--- src/rtl/bcd_pkg.sv ---
// Shared definitions for the binary-to-BCD display block.
// Contents:
//   state_e     - converter FSM states
//   SEG_0..9    - active-low 7-segment patterns (bit 0 = a ... bit 6 = g)
//   SEG_BLANK   - all segments off
//   digits_ok() - true when DIGITS decimal digits can hold any WIDTH-bit value
package bcd_pkg;

  typedef enum logic [1:0] {
    StIdle,
    StShift,
    StDone
  } state_e;

  localparam logic [6:0] SEG_0     = 7'b1000000;
  localparam logic [6:0] SEG_1     = 7'b1111001;
  localparam logic [6:0] SEG_2     = 7'b0100100;
  localparam logic [6:0] SEG_3     = 7'b0110000;
  localparam logic [6:0] SEG_4     = 7'b0011001;
  localparam logic [6:0] SEG_5     = 7'b0010010;
  localparam logic [6:0] SEG_6     = 7'b0000010;
  localparam logic [6:0] SEG_7     = 7'b1111000;
  localparam logic [6:0] SEG_8     = 7'b0000000;
  localparam logic [6:0] SEG_9     = 7'b0010000;
  localparam logic [6:0] SEG_BLANK = 7'b1111111;

  // 10^digits must exceed the largest width-bit value.
  function automatic bit digits_ok(input int unsigned width, input int unsigned digits);
    longint unsigned pow;
    longint unsigned max_val;
    pow = 64'd1;
    for (int unsigned i = 0; i < digits; i++) begin
      pow = pow * 64'd10;
    end
    max_val = (64'd1 << width) - 64'd1;
    return pow > max_val;
  endfunction

endpackage

--- src/rtl/bcd_digit_to_seg.sv ---
// One BCD digit to an active-low 7-segment pattern.
// Ports:
//   i_digit - BCD digit (codes 10..15 display blank)
//   i_blank - force the field dark (leading-zero suppression)
//   o_seg   - segments, bit 0 = a ... bit 6 = g, active low
module bcd_digit_to_seg
  import bcd_pkg::*;
(
  input  logic [3:0] i_digit,
  input  logic       i_blank,
  output logic [6:0] o_seg
);

  always_comb begin
    o_seg = SEG_BLANK;
    if (!i_blank) begin
      case (i_digit)
        4'd0:    o_seg = SEG_0;
        4'd1:    o_seg = SEG_1;
        4'd2:    o_seg = SEG_2;
        4'd3:    o_seg = SEG_3;
        4'd4:    o_seg = SEG_4;
        4'd5:    o_seg = SEG_5;
        4'd6:    o_seg = SEG_6;
        4'd7:    o_seg = SEG_7;
        4'd8:    o_seg = SEG_8;
        4'd9:    o_seg = SEG_9;
        default: o_seg = SEG_BLANK;
      endcase
    end
  end

endmodule

--- src/rtl/bin_to_bcd_display.sv ---
// Sequential double-dabble binary-to-BCD converter driving 7-segment fields.
// Ports:
//   CLOCK_50 - clock, rising edge
//   reset    - asynchronous, active-high
//   start    - conversion request (accepted in idle or done state)
//   bin_in   - binary value, captured on accepted start
//   busy     - high while shifting
//   done     - one-cycle pulse when bcd_out/HEX update
//   bcd_out  - BCD result, digit 0 in [3:0]
//   HEX      - active-low segment fields, digit k in [7k+6:7k]
module bin_to_bcd_display
  import bcd_pkg::*;
#(
  parameter int unsigned WIDTH    = 8,
  parameter int unsigned DIGITS   = 3,
  parameter bit          BLANK_LZ = 1'b1
) (
  input  logic                  CLOCK_50,
  input  logic                  reset,
  input  logic                  start,
  input  logic [WIDTH-1:0]      bin_in,
  output logic                  busy,
  output logic                  done,
  output logic [4*DIGITS-1:0]   bcd_out,
  output logic [7*DIGITS-1:0]   HEX
);

  localparam int unsigned BcdW = 4 * DIGITS;
  localparam int unsigned CntW = $clog2(WIDTH + 1);

  if (WIDTH < 1 || WIDTH > 16 || !digits_ok(WIDTH, DIGITS)) begin : g_param_fail
    $fatal(1, "bin_to_bcd_display: WIDTH must be 1..16 and 10^DIGITS > 2^WIDTH-1");
  end

  state_e              r_state, w_state_next;
  logic [BcdW-1:0]     r_bcd;
  logic [WIDTH-1:0]    r_bin;
  logic [CntW-1:0]     r_cnt;
  logic [BcdW-1:0]     r_bcd_out;
  logic [BcdW-1:0]     w_bcd_adj;
  logic [BcdW+WIDTH-1:0] w_shifted;
  logic                w_accept;
  logic                w_last;
  logic [DIGITS-1:0]   w_blank;
  logic                w_seen;

  // Add-3 on every digit >= 5 so the following shift carries correctly into the next digit.
  for (genvar k = 0; k < DIGITS; k++) begin : g_adj
    assign w_bcd_adj[4*k+:4] = (r_bcd[4*k+:4] >= 4'd5) ? r_bcd[4*k+:4] + 4'd3 : r_bcd[4*k+:4];
  end

  assign w_shifted = {w_bcd_adj, r_bin} << 1;
  assign w_accept  = start && (r_state != StShift);
  assign w_last    = (r_state == StShift) && (r_cnt == CntW'(1));

  always_comb begin
    w_state_next = r_state;
    unique case (r_state)
      StIdle:  if (start) w_state_next = StShift;
      StShift: if (w_last) w_state_next = StDone;
      StDone:  w_state_next = start ? StShift : StIdle;
      default: w_state_next = StIdle;
    endcase
  end

  always_ff @(posedge CLOCK_50 or posedge reset) begin
    if (reset) begin
      r_state   <= StIdle;
      r_bcd     <= '0;
      r_bin     <= '0;
      r_cnt     <= '0;
      r_bcd_out <= '0;
    end else begin
      r_state <= w_state_next;
      if (w_accept) begin
        r_bin <= bin_in;
        r_bcd <= '0;
        r_cnt <= CntW'(WIDTH);
      end else if (r_state == StShift) begin
        {r_bcd, r_bin} <= w_shifted;
        r_cnt          <= r_cnt - 1'b1;
        if (w_last) r_bcd_out <= w_shifted[BcdW+WIDTH-1:WIDTH];
      end
    end
  end

  assign busy    = (r_state == StShift);
  assign done    = (r_state == StDone);
  assign bcd_out = r_bcd_out;

  // Scan from the top digit down; a digit is a leading zero until a non-zero digit is seen.
  always_comb begin
    w_blank = '0;
    w_seen  = 1'b0;
    for (int k = DIGITS - 1; k > 0; k--) begin
      if (r_bcd_out[4*k+:4] != 4'd0) w_seen = 1'b1;
      w_blank[k] = BLANK_LZ && !w_seen;
    end
  end

  for (genvar k = 0; k < DIGITS; k++) begin : g_seg
    bcd_digit_to_seg u_seg (
      .i_digit (r_bcd_out[4*k+:4]),
      .i_blank (w_blank[k]),
      .o_seg   (HEX[7*k+:7])
    );
  end

endmodule

--- config.mk ---
export PLATFORM = sky130hd
export DESIGN_NAME = bin_to_bcd_display
export DESIGN_NICKNAME = d
export VERILOG_FILES = /design/src/rtl/bcd_pkg.sv /design/src/rtl/bcd_digit_to_seg.sv /design/src/rtl/bin_to_bcd_display.sv
export SDC_FILE = /design/constraint.sdc
export NUM_CORES = 1
export LEC_CHECK = 0
export ABC_AREA = 0
export BUFFER_PORTS_ARGS = -buffer_cell sky130_fd_sc_hd__buf_2
export CAP_MARGIN = 20
export CORE_MARGIN = 2
export CORE_UTILIZATION = 55
export CTS_CLUSTER_SIZE = 30
export DETAILED_ROUTE_END_ITERATION = 10
export PLACE_DENSITY = 0.81
export REMOVE_ABC_BUFFERS = 1
export SYNTH_ARGS = -nofsm -noshare
export SYNTH_HDL_FRONTEND = slang
export SYNTH_SLANG_ARGS = --single-unit
--- constraint.sdc ---
create_clock -name CLOCK_50 -period 1.8 [get_ports CLOCK_50]
set_clock_uncertainty 0.2 [all_clocks]
set_input_delay 0.09 -clock CLOCK_50 [delete_from_list [all_inputs] [get_ports CLOCK_50]]
set_output_delay 0.09 -clock CLOCK_50 [all_outputs]
set_load 0.005 [all_outputs]
# --- Word level (Yosys, flattened, before mapping) ---
# Memories as Yosys holds them, arrays and structs flattened.
# Index checks and enable logic that the tools add are counted.
op_classes:
  addsub: 4
  n_mul: 0
  div_mod_pow: 0
  order_cmp: 3
  eq_ne: 6
  shift: 0
  n_mux: 17
  bitwise_logic: 1
  n_reduce_logical: 8
ops:
  columns: ["operator", "n"]
  rows:
  - ["2-to-1 mux 12 bit", 2]
  - ["2-to-1 mux 4 bit", 4]
  - ["2-to-1 mux 8 bit", 2]
  - ["2-to-1 mux 7 bit", 2]
  - [">= comparator 4 x 3 -> 1 bit (second input constant)", 3]
  - ["adder 4 x 2 -> 4 bit (second input constant)", 2]
  - ["nonzero test 4 bit", 2]
  - ["one-hot mux 2 bit (3 select lines)", 1]
  - ["== test 4 x 1 -> 1 bit (second input constant)", 1]
  - ["2-to-1 mux 2 bit", 2]
  - ["inequality test 2 x 1 -> 1 bit (second input constant)", 2]
  - ["subtractor 4 x 1 -> 4 bit (second input constant)", 1]
  - ["adder 3 x 2 -> 3 bit (second input constant)", 1]
  - ["2-to-1 mux 1 bit", 3]
  - ["2-to-1 mux 3 bit", 1]
  - ["AND reduction 3 bit", 1]
  - ["== test 2 x 1 -> 1 bit (second input constant)", 1]
  - ["== test 2 bit (second input constant)", 1]
  - ["logical AND 1 bit", 2]
  - ["logical NOT 2 bit", 1]
  - ["inequality test 2 bit (second input constant)", 1]
  - ["AND reduction 2 bit", 1]
  - ["nonzero test 2 bit", 1]
  - ["inverter 1 bit", 1]
word_totals:
  register_bits: 38
  latch_bits: 0
  mem_bits_rw: 0
  rom_bits: 336
  output_inout_bits: 35
  wordCells: 47
  n_memories: 3
memory_table:
  columns: ["memory", "depth", "width", "read_ports", "rd_clocked_by_memory_dff", "write_ports", "line", "text"]
  rows:
  - ["(name not given)", 16, 7, 1, 0, 0, "bcd_digit_to_seg.sv:17", "case (i_digit)"]
  - ["(name not given)", 16, 7, 1, 0, 0, "bcd_digit_to_seg.sv:17", null]
  - ["(name not given)", 16, 7, 1, 0, 0, "bcd_digit_to_seg.sv:17", null]

# --- Depth between registers and ports, before layout ---
depth:
  depth_word: 4
  depth_mapped: 7

# --- Cells and area by module ---
# A second synthesis with hierarchy kept.
unflattened:
  cells_unflattened: 288
  area_unflattened_um2: 2681.3
by_module_without_submodules:
  columns: ["mod", "n_inst", "cells_each", "area_each_um2"]
  rows:
  - ["bin_to_bcd_display", 1, 185, 1940.6]
  - ["bcd_digit_to_seg at g_seg[0].u_seg ...", 2, 35, 252.7]
  - ["bcd_digit_to_seg at g_seg[2].u_seg", 1, 33, 235.2]

# --- Worst setup path after synthesis ---
# Ideal clock, no wire load.
synth_timing:
  path_kind: "register to register"
  startpoint: "register r_bcd[0]"
  endpoint: "register r_bcd[2]"
  arrival_time_ps: 1382
  required_ps: 1526
  setup_slack_ps: 144
  stages_incl_launch_ff: 7
  synth_period_minus_slack_ps: 1656
  path_cell_list: "dfrtp_1 -> inv_1 -> ha_1 -> nand2b_1 -> a21oi_2 -> mux2_4 -> o21ai_2"
synth_via:
  elab_chain_cells: 4
synth_lines:
  columns: ["item", "line", "text"]
  rows:
  - ["start: declaration", "bin_to_bcd_display.sv:36", "logic [BcdW-1:0] r_bcd;"]
  - ["start signal: assignment", "bin_to_bcd_display.sv:80", "{r_bcd, r_bin} <= w_shifted;"]
  - ["adder 4 x 2 -> 4 bit or >= comparator 4 x 3 -> 1 bit (tied branches)", "bin_to_bcd_display.sv:49", "assign w_bcd_adj[4*k+:4] = (r_bcd[4*k+:4] >= 4'd5) ? r_bcd[4*k+:4] + 4'd3 : r_bcd[4*k+:4];"]
  - ["2-to-1 mux 4 bit *", "bin_to_bcd_display.sv:49", null]
  - ["2-to-1 mux 12 bit *", "bin_to_bcd_display.sv:79", "end else if (r_state == StShift) begin"]
  - ["2-to-1 mux 12 bit *", "bin_to_bcd_display.sv:75", "if (w_accept) begin"]
# Every way passes the cells marked *; elsewhere a longest branch is shown, timed or not. The select of a mux whose other input is x is not followed.
# A chain may end at the register's enable or synchronous reset.

# --- Worst setup path in the final report ---
layout_timing:
  startpoint: "register r_bcd_out[1], in the netlist bcd_out[1]"
  endpoint: "output port HEX[3]"
layout_via:
  elab_chain_cells: 1
layout_lines:
  columns: ["item", "line", "text"]
  rows:
  - ["start: declaration", "bin_to_bcd_display.sv:39", "logic [BcdW-1:0] r_bcd_out;"]
  - ["start signal: assignment", "bin_to_bcd_display.sv:82", "if (w_last) r_bcd_out <= w_shifted[BcdW+WIDTH-1:WIDTH];"]
  - ["memory read (16 x 7 bit)", null, null]
  - ["end: declaration", "bin_to_bcd_display.sv:25", "output logic [7*DIGITS-1:0] HEX"]
# Every way passes these cells.

==> impl_results.md <==
* Vertical extent of the die at around 70 um
* Horiz. Die Dim at slightly above 70 um
* Syn avg cell area at 8.74 sq um
* Row count at 24
* Starting Density at 0.576
* Wire length reported by the detailed router at approximately 5600 um
* IO Port Bufs at 45
* TNS Setup at 0 ns
* Reg clk slew, reported paths at roughly 0.07 ns
* Run status: finished, final reports clean
* CTS Sinks at 38
* Via-per-instance ratio at around 5.5
* Maximum number of pins on one net before global-route repair at 39
* Element type at the critical path end: output port
* Number of buffers inserted during clock tree synthesis at 5
* Tightest Pin Transition at 0.470 ns
* Number of optimization iterations in the first detailed-route pass at 4
* Cells traversed along the worst timing path: inv_2 -> ha_2 -> or2_4 -> a21oi_2 -> a31oi_1 -> buf_2
* Highest net fanout along the worst path at 5
* Commonest cells in the netlist: sky130_fd_sc_hd__dfrtp_1, sky130_fd_sc_hd__nand2_1, sky130_fd_sc_hd__nor2_1
* First-pass GRT wire length at about 8900 um
* Combined global-route utilization of all metal layers at 0.219
* Min-delay worst type: input pin to register
* Total congestion overflow after global routing at 0
* Count of pins over their slew limit at 0
* Root Buffer Master: sky130_fd_sc_hd__clkbuf_8
* DRC violation count after routing at 0
* Fraction of layout instances using a drive strength above 1 at 0.367
* Buffering stage count on the worst path with inverters included at 2
* Number of filler cells placed in the layout at 320
* H-tree depth at 2
* TritonCTS clock tree: built
* Peak supply drop at slightly below 0.0009 V
* Clock network latency to the later pin of the worst-skew pair at 0.29 ns
* Routed wire per std cell at ~14 um
* Residual antenna-violating net count after detailed routing at 0
* Sequential cell area at between 900 and 1000 sq um
* Area of combinational cells with multiple inputs at 1550 sq um
* Number of global-route vias before repair at between 2000 and 2500
* DIE AREA at just over 5000 sq um
* Violation count after the first detailed-route iteration at ~120
* Final net count at roughly 390
* Total vias in the final route at 2251
* Standard cell core area at between 4000 and 5000 sq um
* Most frequently used cell type in the post-synthesis netlist: sky130_fd_sc_hd__dfrtp_1
* Period utilization at 0.993
* Maxcap violations at 0
* Total setup violations reported at the end of the flow at 0
* Launching element type of the critical path: register
* Critical Setup Path Class: register to output port
* Final number of hold-violating endpoints at 0
* Data required, critical path at 1.51 ns
* Number of ports placed on the die boundary at between 40 and 50
* Library cell occupying the most area in the post-synthesis netlist: sky130_fd_sc_hd__dfrtp_1
* Count of flip-flops with a built-in enable after synthesis at 0
* Worst slew slack as a fraction of its limit at 0.687
* Ys Warns at 0
* Detailed placer's ending HPWL at ~3700 um
* Dominant cells by area after synthesis: sky130_fd_sc_hd__dfrtp_1, sky130_fd_sc_hd__ha_1, sky130_fd_sc_hd__nand2_1
* Total power divided by cell area at about 1900 nW/um^2
* Layout area overhead at 28.8%
* Total leakage power at roughly 1.5 nW
* Cell Area, Synth at around 2500 sq um
* Number of storage elements in the synthesis netlist at 38
* Post-synthesis cell type count at 35
* RSZ-0062 raised after global routing: yes
* Kind of cell adding the most delay to the critical path: flip-flops
* Yosys top cell area share at 0.377
* Clock Path Buffers at 2
* CP Data Arrival Time at roughly 1.5 ns
* Worst hold slack across all endpoints at 0.0384 ns
* Slowest cell on the critical path: sky130_fd_sc_hd__dfrtp_1
* Async set-or-reset flop fraction in the synthesized netlist at 1.00
* Primary FF master, synth: sky130_fd_sc_hd__dfrtp_1
* Fin crit period at approximately 1.8 ns
* Initial antenna violation count at 0
* Total inserted antenna cells at 0
* Cell count after synthesis at just under 300
* Critical path's largest stage delay at around 0.37 ns
* Final weighted congestion in routability-driven placement at roughly 0.85
* Sequential-to-total area share from yosys stat at 0.377
* Timing-limited maximum frequency at about 560 MHz
-- flip-flops by register name, indices dropped and copies added (netlist names) --
register  cells
r_state       2
r_bcd        12
bcd_out      12
r_cnt         4
r_bin         8
-- metal layers --
| metal | up-vias | wire length (um) | track usage |
|---|---|---|---|
| met3 | 5 | 208 | 0.0436 |
| met2 | 43 | 2970 | 0.397 |
| met4 | 0 | 60 | 0.0734 |
| met1 | 1077 | 2360 | 0.257 |
| met5 | - | 0 | 0 |
| li1 | 1126 | - | - |
-- report_power, final --
group	total, mW	switching (mW)	internal [mW]
Clock	0.552	0.285	0.267
Sequential	1.68	0.452	1.23
Combinational	4.02	2.07	1.95
-- logic make-up (layout without fill, tap and decap cells) --
logic type	count (synthesis)	in the layout	synth area share
XOR/XNOR	3	3	0.0104
flip-flops	38	38	0.377
adder cells (fa/ha/maj)	23	23	0.114
buffers and inverters	38	109	0.0728
AND/OR/NAND/NOR	96	96	0.183
AO/OA/AOI/OAI	80	80	0.194
multiplexers	11	11	0.0496
-- worst paths after layout --
path / start / end / slack [ns] / depth (start not counted)
max in group asynchronous: reset / bcd_out[4]$_DFFE_PP0P_ / 0.79 / 4
hold reg to reg: r_bin[6]$_DFFE_PP0P_ / r_bin[7]$_DFFE_PP0P_ / 0.29 / 2
setup / recovery: bcd_out[1]$_DFFE_PP0P_ / HEX[3] / 0.01 / 6
hold / removal: start / r_bcd[0]$_DFFE_PP0P_ / 0.04 / 2
min in group asynchronous: reset / r_bin[4]$_DFFE_PP0P_ / 0.25 / 4
setup reg to reg: r_bcd[5]$_DFFE_PP0P_ / bcd_out[6]$_DFFE_PP0P_ / 0.08 / 6
-- cell type report --
cell class | count | share of cell area
clock buffers | 7 | 0.0235
repair buffers | 79 | 0.156
flip-flops and latches | 38 | 0.294
inverters | 23 | 0.0296
well taps | 52 | 0.0200
multi-input cells | 213 | 0.477
-- per-stage QoR --
| step | worst slack (ns) | std cells | area [sq um] | power, mW | util |
|---|---|---|---|---|---|
| 2_1_floorplan | -0.199 | 274 | 2430 | 3.77 | - |
| 4_1_cts | 0.00226 | 403 | 3050 | 5.71 | 0.695 |
| 3_5_place_dp | 0.0273 | 384 | 2820 | 4.99 | 0.643 |
| 3_3_place_gp | 0.121 | 384 | 2820 | 4.82 | 0.643 |
| 6_report | 0.0133 | 412 | 3250 | 6.25 | 0.742 |
| 5_1_grt | -0.0760 | 412 | 3250 | 6.84 | 0.742 |
-- layout by cell type, fill, tap and decap left out, drive strengths merged, types with 4 or more instances in the layout --
cell and instances:
buf 70, o21ai 43, dfrtp 38, nand2 35, nor2 28, a21oi 23, ha 23, inv 22
nand3 11, dlygate4sd3 9, mux2i 8, nand2b 8, clkbuf 7, nor3b 6, o31ai 4
-- repair_timing --
item	4_1_cts	5_1_grt
pin swaps	3	15
hold buffers	9	0
gates resized for setup	15	34
setup endpoints to repair	14	22
hold endpoints to repair	46	0
cloned	0	0
setup buffers	3	10
(Power assumes the default switching activity.)
